**config.mk**
```make
export PLATFORM = sky130hd
export DESIGN_NAME = adc_cmd_transmitter
export DESIGN_NICKNAME = d
export VERILOG_FILES = /design/src/rtl/adc_cmd_transmitter.sv
export SDC_FILE = /design/constraint.sdc
export NUM_CORES = 1
export LEC_CHECK = 0
export ABC_CLOCK_PERIOD_IN_PS = 6000
export BUFFER_PORTS_ARGS = -buffer_cell sky130_fd_sc_hd__buf_2
export CAP_MARGIN = 20
export CORE_AREA = 2 2 128 130
export CTS_CLUSTER_DIAMETER = 80
export DETAILED_ROUTE_END_ITERATION = 16
export DIE_AREA = 0 0 130 132
export PLACE_DENSITY = 0.58
export SLEW_MARGIN = 20
export SYNTH_ARGS = -nofsm -noshare
export SYNTH_HDL_FRONTEND = slang
export SYNTH_SLANG_ARGS = --single-unit
export TNS_END_PERCENT = 20
```
**constraint.sdc**
```tcl
create_clock -name cclk -period 6 [get_ports cclk]
set_input_delay 0.9 -clock cclk [delete_from_list [all_inputs] [get_ports cclk]]
set_output_delay 0.9 -clock cclk [all_outputs]
set_load 0.01 [all_outputs]
```
**src/rtl/adc_cmd_transmitter.sv**
```systemverilog
// 8N1 serial command transmitter for an ADC, fed by a 16-byte circular FIFO.
// Frames go out back-to-back while the FIFO holds data; TxD idles high.
module adc_cmd_transmitter #(
    parameter int ClkFrequency  = 24000000,
    parameter int Baud          = 115200,
    parameter int FifoDepthLog2 = 4
) (
    input  logic       cclk,
    input  logic       reset,
    input  logic [7:0] wr_data,
    input  logic       wr_en,
    output logic       TxD,
    output logic       TxD_busy,
    output logic       full,
    output logic       empty,
    output logic       overflow
);

    localparam int BitPeriod = ClkFrequency / Baud;
    localparam int BaudW     = (BitPeriod > 1) ? $clog2(BitPeriod) : 1;
    localparam int PtrW      = FifoDepthLog2;
    localparam int CntW      = FifoDepthLog2 + 1;
    localparam int Depth     = 1 << FifoDepthLog2;
    localparam logic [BaudW-1:0] BaudLast = BaudW'(BitPeriod - 1);

    typedef enum logic [1:0] {
        IDLE,
        START,
        DATA,
        STOP
    } state_e;

    logic [7:0]      mem_q [Depth];
    logic [PtrW-1:0] wptr_q, rptr_q;
    logic [CntW-1:0] count_q, count_d;
    logic            full_q, empty_q, overflow_q;
    logic            push, pop;

    state_e          state_q, state_d;
    logic [BaudW-1:0] baud_q, baud_d;
    logic [2:0]      bit_q, bit_d;
    logic [7:0]      shift_q, shift_d;
    logic            txd_q, txd_d;
    logic            baud_end;

    // A write into a full FIFO is dropped even when a pop frees a slot that cycle.
    assign push    = wr_en & ~full_q;
    assign count_d = count_q + CntW'(push) - CntW'(pop);

    always_ff @(posedge cclk or posedge reset) begin
        if (reset) begin
            wptr_q     <= '0;
            rptr_q     <= '0;
            count_q    <= '0;
            full_q     <= 1'b0;
            empty_q    <= 1'b1;
            overflow_q <= 1'b0;
        end else begin
            if (push) wptr_q <= wptr_q + PtrW'(1);
            if (pop)  rptr_q <= rptr_q + PtrW'(1);
            if (wr_en && full_q) overflow_q <= 1'b1;
            count_q <= count_d;
            full_q  <= (count_d == CntW'(Depth));
            empty_q <= (count_d == '0);
        end
    end

    always_ff @(posedge cclk) begin
        if (push) mem_q[wptr_q] <= wr_data;
    end

    assign baud_end = (baud_q == BaudLast);

    always_ff @(posedge cclk or posedge reset) begin
        if (reset) begin
            state_q <= IDLE;
            baud_q  <= '0;
            bit_q   <= '0;
            shift_q <= '0;
            txd_q   <= 1'b1;
        end else begin
            state_q <= state_d;
            baud_q  <= baud_d;
            bit_q   <= bit_d;
            shift_q <= shift_d;
            txd_q   <= txd_d;
        end
    end

    always_comb begin
        state_d = state_q;
        baud_d  = baud_q;
        bit_d   = bit_q;
        shift_d = shift_q;
        txd_d   = txd_q;
        pop     = 1'b0;
        case (state_q)
            IDLE: begin
                txd_d  = 1'b1;
                baud_d = '0;
                if (!empty_q) begin
                    pop     = 1'b1;
                    shift_d = mem_q[rptr_q];
                    state_d = START;
                    txd_d   = 1'b0;
                end
            end
            START: begin
                if (baud_end) begin
                    baud_d  = '0;
                    bit_d   = '0;
                    state_d = DATA;
                    txd_d   = shift_q[0];
                end else begin
                    baud_d = baud_q + BaudW'(1);
                end
            end
            DATA: begin
                if (baud_end) begin
                    baud_d = '0;
                    if (bit_q == 3'd7) begin
                        state_d = STOP;
                        txd_d   = 1'b1;
                    end else begin
                        // Register the next bit now so TxD changes exactly on the bit boundary.
                        bit_d   = bit_q + 3'd1;
                        shift_d = {1'b0, shift_q[7:1]};
                        txd_d   = shift_q[1];
                    end
                end else begin
                    baud_d = baud_q + BaudW'(1);
                end
            end
            STOP: begin
                if (baud_end) begin
                    baud_d = '0;
                    if (!empty_q) begin
                        pop     = 1'b1;
                        shift_d = mem_q[rptr_q];
                        state_d = START;
                        txd_d   = 1'b0;
                    end else begin
                        state_d = IDLE;
                        txd_d   = 1'b1;
                    end
                end else begin
                    baud_d = baud_q + BaudW'(1);
                end
            end
            default: begin
                state_d = IDLE;
                txd_d   = 1'b1;
            end
        endcase
    end

    assign TxD      = txd_q;
    assign TxD_busy = (state_q != IDLE);
    assign full     = full_q;
    assign empty    = empty_q;
    assign overflow = overflow_q;

endmodule

```
After elaboration in Yosys (flattened, before gate mapping)
Memory sizes are Yosys's and may differ from the RTL's.
Index checks and enable logic that the tools add are counted.

storage, ports and cells
  flip-flop bits (word level) = 38
  latch bits = 0
  RAM bits = 128
  memory bits (read-only) = 0
  input bits = 11
  output and inout bits = 5
  logic and storage cells = 72
  memories = 1

cells by class
  add/sub/neg operators = 6
  multiply operators = 0
  div/mod/pow operators = 0
  order comparisons = 0
  equal/unequal tests = 12
  shifts and indexed selects = 0
  mux-type cells = 29
  bitwise logic cells = 2
  reductions and logical operators = 11

memory list
  name   depth  width  read ports  clocked after memory_dff  write ports  RTL line  text
  mem_q  16     8      1           0                         1            33        logic [7:0] mem_q [Depth];

operators with widths
  cell                   number
  $mux W8                5
  $pmux W8 S3            1
  $pmux W8 S2            1
  $ne A2 B2 Y1 const B   6
  $mux W1                10
  $mux W2                5
  $mux W3                3
  $add A4 B1 Y4 const B  2
  $add A8 B1 Y8 const B  1
  $eq A8 B8 Y1 const B   1
  $pmux W2 S4            1
  $reduce_and A4 Y1      2
  $pmux W3 S2            1
  $add A5 B1 Y5          1
  $eq A5 B5 Y1 const B   1
  $logic_not A5 Y1       1
  $reduce_and A5 Y1      1
  $sub A5 B1 Y5          1
  $eq A2 B2 Y1 const B   2
  $pmux W1 S4            1
  $reduce_bool A2 Y1     2
  $add A3 B1 Y3 const B  1
  $eq A3 B3 Y1 const B   1
  $reduce_and A3 Y1      1
  other kinds (8)        8

Depth between registers and ports, before layout
Gate-level depths: netlist of run 1.

  depth in word-level cells = 5
  gate-level depth with buffers = 14
  gate-level depth less buffers = 13

Worst setup path after synthesis of run 1
No wires, ideal clock.

  kind = input -> register
  start point = in wr_en
  end point = reg full_q, in the netlist full
  library setup time = 0.101 ns
  data arrival time = 2.889 ns
  required time = 5.899 ns
  slack = 3.011 ns
  stages on the path = 12
  path buffers = 1
  cell sequence = nor2b_1 > clkbuf_1 > inv_1 > ha_1 > inv_1 > ha_1 > inv_1 > fa_1 > nor2b_1 > o21ai_0 > and3_1 > nor4_1

between the ends
  longest elaborated chain between the ends = 4

ends and longest elaborated chain
  element               RTL line  text
  start, declared       11        input logic wr_en,
  $and A1 B1 Y1         47        assign push = wr_en & ~full_q;
  $add A5 B1 Y5         48        assign count_d = count_q + CntW'(push) - CntW'(pop);
  $sub A5 B1 Y5         48
  $eq A5 B5 Y1          63        full_q <= (count_d == CntW'(Depth));
  end signal, assigned  63
  end, declared         36        logic full_q, empty_q, overflow_q;

No other way between the ends.
A chain may end at the register's enable or synchronous reset.

Final worst setup path of run 1
  start point = reg baud_q[0]
  end point = reg full_q, in the netlist full

between the ends
  longest elaborated chain between the ends = 5

ends and longest elaborated chain
  element                 RTL line  text
  start, declared         40        logic [BaudW-1:0] baud_q, baud_d;
  start signal, assigned  83        baud_q <= baud_d;
  $eq A8 B8 Y1            72        assign baud_end = (baud_q == BaudLast);
  $mux W1                 135       if (baud_end) begin
  $pmux W1 S2             97        case (state_q)
  via pop                 37        logic push, pop;
  $sub A5 B1 Y5           48
  $eq A5 B5 Y1            63

The timed path passes the listed nets, and every way through them passes these cells.

==> results.json, run 1 <==
{
  "fin_crit_ns": 3.336,
  "path_class": "register to register",
  "drt_iter0_markers": 208,
  "yosysMostFrequentCell": "edfxtp_1",
  "firstDrtPassIters": 5,
  "synthCells": 415,
  "skew_ns": 0.008884,
  "path_max_fanout": 5,
  "clkTransAtPathRegs_ns": 0.06,
  "r2r_slack_ns": 2.66,
  "synth_common_cells": "edfxtp_1, dfrtp_1, mux4_2",
  "wl_per_cell_um": 19.50,
  "tightest_slew_ns": 0.9129,
  "htreeDepth": 4,
  "setup_viol": 0,
  "regArea_um2": 4798,
  "min_delay_path_depth": 1,
  "synth.distinct_cells": 48,
  "fillers": 1290,
  "yosysTopAreaCellShare": 0.5493,
  "drc_errors": 0,
  "grtUsageTotal": 0.1630,
  "grt_pass1_vias": 3480,
  "hold_path_class": "register to register",
  "worstReg2RegEnd": "full",
  "place_congestion": 0.7498,
  "status": "finished, final reports clean",
  "routed_wirelength_um": 12990,
  "die_area_um2": 17160,
  "fin_crit_sh": 0.5560,
  "numCtsBuffers": 17,
  "finalNetCount": 467,
  "final_util": 0.4967,
  "syn2layout_area_growth_pct": 11.53,
  "ant_nets": 0,
  "fp.dieH_um": 132,
  "cts-root-buf": "clkbuf_16",
  "min_to": "overflow",
  "power.density_nw_per_um2": 359.4,
  "syn_area_um2": 6998,
  "yosysSeqAreaShare": 0.6855,
  "multi_input_area_um2": 2029,
  "cts_tree": "yes",
  "timing.fmax_ghz": 0.2997,
  "antennaDiodeCount": 0,
  "clock_path_buffers": 2,
  "dp_hpwl_um": 8416,
  "cts_setup_buffers": 0,
  "r2r-start": "baud_q[0]",
  "holdBufCountCts": 0,
  "max_stage_delay_ns": 0.42,
  "viasPerCell": 5.305,
  "finalHoldViolations": 0,
  "grt_start_max_net_pins": 39,
  "antenna_found_initial": 0,
  "numClockSinks": 166,
  "startpoint_type": "register",
  "path_cells": "ha_1, and3_1, a31oi_1, nor3_1, ha_1, inv_1, ha_1, inv_1, fa_1, nor2b_1, o21ai_0, and3_1, nor4_1",
  "grt_setup_unrepaired": "no",
  "peakVddDrop_uv": 192.3,
  "final_layout_size_suffix_gt1_frac": 0.2044,
  "synth_edf_count": 128,
  "cp.arrival_ns": 3.65,
  "crit_required_ns": 6.31,
  "ys_async_sr_fraction": 0.2289,
  "route.vias.total": 3533,
  "syn-num-nets": 445,
  "rows": 46,
  "ys_seq_elements": 166,
  "synth_largest_area_cell": "edfxtp_1",
  "r2r_cells": 13,
  "fp.coreArea_um2": 15710,
  "ios": 16,
  "slowest_stage": "nor3_1",
  "grt_pass1_wl_um": 20050,
  "clk_latency_ns": 0.43,
  "power.leakage_nw": 2.791,
  "cts.repair.resized": 0,
  "port_buffers": 15,
  "max_cap_viol_count": 0,
  "die_w_um": 130,
  "maxSlewHeadroom": 0.3877,
  "start_util": 0.4454,
  "drv_slew": 0,
  "yosys_warnings": 0,
  "synthTopCellsByArea": "edfxtp_1, dfrtp_1, mux4_2, ha_1, a22o_1",
  "cp_common_cell": "ha_1",
  "hp-start": "overflow",
  "grt_overflow": 0,
  "cp-end-kind": "register",
  "ys.flop_type": "edfxtp_1",
  "setup_tns_ns": 0,
  "avgSynthCellArea_um2": 16.86
}
## metal layers
layer	wire length (um)	vias up	track usage
met1	5879	1810	0.2216
met5	0	-	0
met2	6511	50	0.2577
li1	-	1655	-
met3	423	18	0.04302
met4	174	0	0.05197
## sequential cells by signal, indices dropped and copies added, names as in the netlist, 2 cells and up
name,flops
shift_q,8
wptr_q,4
rptr_q,4
count_q,5
state_q,2
mem_q,128
bit_q,3
baud_q,8
## stage by stage
stage               hold slack [ns]  std cells  total power (W)  area (um2)  setup slack (ns)
floorplan                    0.4245        415         0.001717        6998             3.011
global placement             0.4353        634         0.001837        7274             2.717
detailed placement           0.4439        634         0.001854        7274             2.528
CTS                          0.4599        666         0.002827        7805             2.651
global route                 0.4823        666         0.002924        7805             2.256
finish                       0.4580        666         0.002805        7805             2.664
## critical path: cells and delay by family, from the launching register on
kind	cells	cell delay, ns
and+or+nand+nor	5	1.35
AOI/OAI and AO/OA	2	0.32
adders and majority gates	4	1.07
DFF	1	0.37
buffers and inverters	2	0.11
## final cells by class
cell class | instances | share of cell area
flip-flops and latches | 166 | 0.6148
multi-input cells | 213 | 0.2600
clock buffers | 17 | 0.05450
well taps | 216 | 0.03463
clock inverters | 15 | 0.01347
repair buffers | 18 | 0.01250
inverters | 21 | 0.01010
## layout by cell type, fill, tap and decap left out, types with 3 or more instances in the layout
cell and instances:
a221oi_1 7, a31oi_1 8, nor4_1 3, a21oi_1 3
a21o_1 3, a22o_1 13, o21ai_0 7, o21ai_1 4
dfrtp_1 35, mux4_2 31, xor2_1 7, clkinv_2 5
and3_1 4, nand2_1 18, and2_1 18, nor3_1 5
edfxtp_1 128, mux2_2 3, buf_2 15, nor2b_1 6
mux2i_1 6, clkinv_4 3, xnor2_1 8, buf_4 3
inv_1 20, nor2_1 15, inv_6 4, clkbuf_16 17
ha_1 18, nand3_1 3, o22ai_1 3
## worst max path at each step
stage / start / to / slack, ns / cells after the start
final: baud_q[0] / full / 2.66 / 13
after global routing: baud_q[0] / full / 2.26 / 13
after detailed placement: wr_en / full / 2.53 / 12
after CTS: baud_q[0] / full / 2.65 / 13
after global placement: wr_en / full / 2.72 / 12
after floorplan: wr_en / full / 3.01 / 12
## logic make-up (layout without fill, tap and decap cells)
group                      count (synthesis)  in the layout  synth area share
DFF                                      166            166            0.6855
and+or+nand+nor                           82             82           0.06240
AOI/OAI and AO/OA                         57             57           0.06061
muxes                                     40             40            0.1132
buffers and inverters                     36             71           0.02449
adders and majority gates                 19             19           0.03504
xor gates and xnor gates                  15             15           0.01877
## where the power goes
part	switching, W	total [W]	internal [W]
Sequential	0.0000554	0.00144	0.00138
Combinational	0.000238	0.000388	0.000150
Clock	0.000450	0.000980	0.000529
Total	0.000744	0.00280	0.00206
(Power assumes the default switching activity.)
==> run 2: changes to the inputs <==
ABC_AREA = 1   (was default)
ABC_CLOCK_PERIOD_IN_PS = 3000   (was 6000)
CORE_AREA = 2 2 130 132   (was 2 2 128 130)
DIE_AREA = 0 0 132 134   (was 0 0 130 132)
PLACE_DENSITY = 0.6   (was 0.58)
clock period = 3 ns   (was 6 ns; I/O delays follow)
==> results.json, run 2 <==
{
  "status": "finished, final reports clean",
  "cp.arrival_ns": 3.13,
  "maxSlewHeadroom": 0.4178,
  "cts_tree": "yes",
  "min_delay_path_depth": 2,
  "die_w_um": 132,
  "largest_register_ffs": 128,
  "peakVddDrop_uv": 410.2,
  "tightest_slew_ns": 0.8700,
  "grt_setup_unrepaired": "no",
  "fp.dieH_um": 134,
  "path_buf_inv": 6,
  "wl_per_cell_um": 16.33,
  "viasPerCell": 5.033,
  "fillers": 1433,
  "clkTransAtPathRegs_ns": 0.07,
  "clock_path_buffers": 2,
  "path_cells": "inv_2, ha_2, inv_2, nand2_1, a21oi_1, nand2_2, inv_2, ha_1, inv_1, ha_1, inv_1, fa_2, inv_1, nor3_2, and3_1",
  "slowest_stage": "fa_2",
  "avgSynthCellArea_um2": 11.01,
  "reg_top3": "mem_q (128), baud_q (8), shift_q (8)",
  "start_util": 0.4442,
  "setup_viol": 0,
  "drc_errors": 0,
  "final_layout_size_suffix_gt1_frac": 0.1274,
  "grt_pass1_vias": 4461,
  "drt_iter0_markers": 353,
  "skew_ns": 0.009471,
  "synth_largest_area_cell": "edfxtp_1",
  "synthCells": 657,
  "layout_commonest_cell": "nand2_1",
  "die_area_um2": 17690,
  "crit_required_ns": 3.37,
  "numClockSinks": 166,
  "path_class": "register to register",
  "synth.distinct_cells": 42,
  "dp_hpwl_um": 9478,
  "finalNetCount": 708,
  "grtUsageTotal": 0.1806,
  "final_util": 0.4993,
  "fp.coreArea_um2": 16290,
  "grt_start_max_net_pins": 74,
  "path_max_fanout": 5,
  "max_stage_delay_ns": 0.51,
  "syn2layout_area_growth_pct": 12.40,
  "ys.flop_type": "edfxtp_1",
  "grt_overflow": 0,
  "power.density_nw_per_um2": 710.8,
  "regMostFlops": "mem_q",
  "route.vias.total": 4585,
  "hold_path_class": "input port to register",
  "cts-root-buf": "clkbuf_16",
  "fin_crit_sh": 0.9215,
  "ios": 16,
  "rows": 47,
  "syn_area_um2": 7236,
  "r2r_slack_ns": 0.24,
  "final_cell_mix": "nand2_1, edfxtp_1, nor2_1",
  "htreeDepth": 4,
  "crit_family": "adder cells",
  "finalHoldViolations": 0,
  "yosysMostFrequentCell": "nand2_1",
  "ys_async_sr_fraction": 0.2289,
  "drv_slew": 0,
  "firstDrtPassIters": 5,
  "power.leakage_nw": 3.210,
  "startpoint_type": "register",
  "yosys_warnings": 0,
  "r2r_cells": 15,
  "timing.fmax_ghz": 0.3617,
  "synth_edf_count": 128,
  "max_cap_viol_count": 0,
  "clk_latency_ns": 0.43,
  "setup_ws_ns": 0.2355,
  "antenna_found_initial": 0,
  "place_congestion": 0.7872,
  "syn-num-nets": 687,
  "antennaDiodeCount": 0,
  "port_buffers": 15,
  "fin_worst_hold_slack_ns": 0.2388,
  "numCtsBuffers": 17,
  "r2r-start": "state_q[1]",
  "min_to": "overflow",
  "yosysSeqAreaShare": 0.6630,
  "worstReg2RegEnd": "full",
  "pre_cts_slack_ns": -0.04603,
  "hp-start": "wr_en",
  "fin_crit_ns": 2.765,
  "grt_pass1_wl_um": 23860,
  "routed_wirelength_um": 14880,
  "cp-end-kind": "register",
  "synth_common_cells": "nand2_1, edfxtp_1, nor2_1",
  "ant_nets": 0,
  "synthTopCellsByArea": "edfxtp_1, dfrtp_1, nand2_1, nor2_1, nand3_1",
  "yosysTopAreaCellShare": 0.5312,
  "ys_seq_elements": 166
}
==> run 2: final cells by class <==
cell class | count | area [um2] | share of cell area
inverter | 57 | 214.0 | 0.02631
clock inverter | 14 | 145.1 | 0.01785
sequential | 166 | 4798 | 0.5900
tap | 220 | 275.3 | 0.03385
timing repair buffer | 26 | 172.7 | 0.02123
multi-input combinational | 410 | 2098 | 0.2580
clock buffer | 18 | 429.2 | 0.05277
==> run 2: worst max-delay path by stage <==
stage	start	end	slack, ns	depth (start not counted)
finish	state_q[1]	full	0.24	15
global route	state_q[1]	empty	0.03	16
detailed placement	state_q[0]	full	-0.05	15
floorplan	state_q[0]	full	0.33	15
CTS	state_q[0]	full	0.02	15
global placement	state_q[0]	full	0.19	14
==> run 2: kinds of logic (layout without fill, tap and decap cells) <==
logic type / after synthesis / after routing / share of synthesized area
compound gates: 86 / 86 / 0.06658
fa+ha+maj: 19 / 19 / 0.03389
xor+xnor: 11 / 11 / 0.01332
flops: 166 / 166 / 0.6630
simple gates: 294 / 294 / 0.1729
buf+inv: 81 / 115 / 0.05032
==> run 2: what timing repair did <==
item | CTS | global route
hold buffers | 1 | 0
resized for setup | 1 | 9
endpoints found under the hold margin | 5 | 0
setup buffers | 0 | 2
endpoints found under the setup margin | 1 | 3
pin swaps | 0 | 2
==> run 2: stage by stage <==
step	setup TNS (ns)	cells	total power [W]	instance area [um2]
5_1_grt	0	911	0.006045	8133
3_3_place_gp	0	876	0.003622	7510
6_report	0	911	0.005781	8133
4_1_cts	0	909	0.005762	8094
2_1_floorplan	0	657	0.003396	7236
3_5_place_dp	-0.04603	876	0.003665	7510
==> run 2: layer usage <==
layer	global-route usage	part of all wire	vias to the layer above
met1	0.2308	0.43	2196
met3	0.04271	0.047	22
met4	0.07246	0.018	0
li1	-	-	2254
met5	0	0	-
met2	0.2992	0.50	113
==> run 2: where the power goes <==
group          internal [W]  switching [W]  total [W]
registers           0.00276       0.000104    0.00287
logic              0.000257       0.000539   0.000796
clock network       0.00117       0.000951    0.00212
==> run 3: changes to the inputs <==
ABC_AREA = default   (was 1)
CORE_AREA = 2 2 128 130   (was 2 2 130 132)
DIE_AREA = 0 0 130 132   (was 0 0 132 134)
==> results.json, run 3 (same netlist as run 1, synthesis figures left out) <==
{
  "path_class": "register to register",
  "crit_required_ns": 3.34,
  "regMostFlops": "mem_q",
  "cp.arrival_ns": 3.23,
  "grt_start_max_net_pins": 39,
  "port_buffers": 15,
  "final_cell_mix": "edfxtp_1, dfrtp_1, mux4_2",
  "fin_total_pwr_w": 0.005859,
  "finalNetCount": 484,
  "antenna_found_initial": 0,
  "fin_crit_sh": 0.9648,
  "grt_pass1_vias": 3822,
  "max_cap_viol_count": 0,
  "finalHoldViolations": 0,
  "crit_family": "simple AND/OR/NAND/NOR gates",
  "clock_path_buffers": 2,
  "dp.cells": 647,
  "clk_latency_ns": 0.43,
  "slowest_stage": "fa_2",
  "dpl_cell_area_um2": 7385,
  "grt_overflow": 0,
  "drv_slew": 0,
  "layout.cells.non_filler": 683,
  "place_congestion": 0.7619,
  "final_layout_size_suffix_gt1_frac": 0.2612,
  "route.vias.total": 3729,
  "stdcell_area_um2": 8063,
  "start_util": 0.4454,
  "setup_viol": 0,
  "fin_worst_hold_slack_ns": 0.1295,
  "grt_setup_unrepaired": "yes",
  "path_max_fanout": 3,
  "firstDrtPassIters": 6,
  "antennaDiodeCount": 0,
  "pre_cts_slack_ns": -0.1042,
  "fp.dieH_um": 132,
  "numClockSinks": 166,
  "startpoint_type": "register",
  "drt_iter0_markers": 245,
  "cp-end-kind": "register",
  "cts_tree": "yes",
  "die_area_um2": 17160,
  "clkTransAtPathRegs_ns": 0.06,
  "tightest_slew_ns": 0.7146,
  "ant_nets": 0,
  "ios": 16,
  "reg_top3": "mem_q (128), baud_q (8), shift_q (8)",
  "cts-root-buf": "clkbuf_16",
  "die_w_um": 130,
  "power.leakage_nw": 2.896,
  "max_stage_delay_ns": 0.52,
  "htreeDepth": 4,
  "setup_ws_ns": 0.1056,
  "numCtsBuffers": 17,
  "rows": 46,
  "largest_register_ffs": 128,
  "timing.fmax_ghz": 0.3455,
  "path_cells": "and4bb_4, a31oi_4, nor3_4, ha_1, inv_1, ha_2, inv_2, fa_2, inv_2, or3_4, nor4_2",
  "drc_errors": 0,
  "dp_hpwl_um": 8750,
  "routed_wirelength_um": 13620,
  "hold_path_class": "input port to asynchronous set/reset pin",
  "wl_per_cell_um": 19.95,
  "maxSlewHeadroom": 0.5227,
  "syn2layout_area_growth_pct": 15.22,
  "grt_pass1_wl_um": 21810,
  "peakVddDrop_uv": 452.3,
  "viasPerCell": 5.460,
  "status": "finished, final reports clean",
  "skew_ns": 0.006661,
  "fp.coreArea_um2": 15710,
  "layout_commonest_cell": "edfxtp_1",
  "grtUsageTotal": 0.1731,
  "fin_crit_ns": 2.894,
  "path_buf_inv": 3,
  "cp_common_cell": "inv_2",
  "power.density_nw_per_um2": 726.7
}
run 3: cell types whose count changed in the layout (fill, tap and decap cells not counted), sizes merged, moves of 18 or more:
cell,previous run,this run
nor2,80,15
and2,0,18
nand2,153,18
inv,62,25
a21oi,30,3
o21ai,43,11
nand3,48,3
mux4,0,31
run 3: area by class of cell:
class                   count  area, um2
fillers                  1302       7650
repair buffers             35      237.7
clock buffers              18      429.2
flip-flops and latches    166       4800
clock inverters            14      148.9
well taps                 216      270.3
multi-input cells         213       2098
inverters                  21      78.83
run 3: tightest hold or removal path, delay by kind of cell:
family                 cells  cell delay (ns)
buffers and inverters      3             0.55
run 3: path summary, 6_finish.rpt:
| kind | startpoint | endpoint | slack [ns] | cells past startpoint |
|---|---|---|---|---|
| max | baud_q[5] | empty | 0.11 | 11 |
| max in group asynchronous | reset | TxD | 2.50 | 3 |
| min in group cclk | wr_en | overflow | 0.24 | 2 |
| min reg2reg | overflow | overflow | 0.45 | 1 |
| max reg2reg | baud_q[5] | empty | 0.11 | 11 |
| min | reset | baud_q[2] | 0.13 | 3 |
run 3: power by group:
part / switching (W) / total, W / leakage [nW] / internal, W
sequential: 0.000116 / 0.00288 / 1.62 / 0.00277
combinational: 0.000515 / 0.000846 / 0.998 / 0.000331
clock: 0.000899 / 0.00213 / 0.282 / 0.00123
total: 0.00153 / 0.00586 / 2.90 / 0.00433
run 3: per-layer routing:
layer | track usage | vias up | part of all wire
met5 | 0 | - | 0
met4 | 0.06989 | 0 | 0.024
met3 | 0.03653 | 22 | 0.036
met2 | 0.2624 | 66 | 0.49
met1 | 0.2457 | 1953 | 0.45
li1 | - | 1688 | -
run 3: timing repair:
item                       in CTS  in global routing
hold endpoints to repair        0                  0
resized for setup               3                 16
buffers inserted                0                  4
pin swaps                       0                  7
setup endpoints to repair       2                  3
gates cloned                    0                  0
hold buffers                    0                  0
run 3: through the flow:
step | TNS [ns] | utilization
3_5_place_dp | -0.1499 | 0.4700
6_report | 0 | 0.5131
5_1_grt | -0.002634 | 0.5131
2_1_floorplan | 0 | -
3_3_place_gp | 0 | 0.4700
4_1_cts | 0 | 0.5079
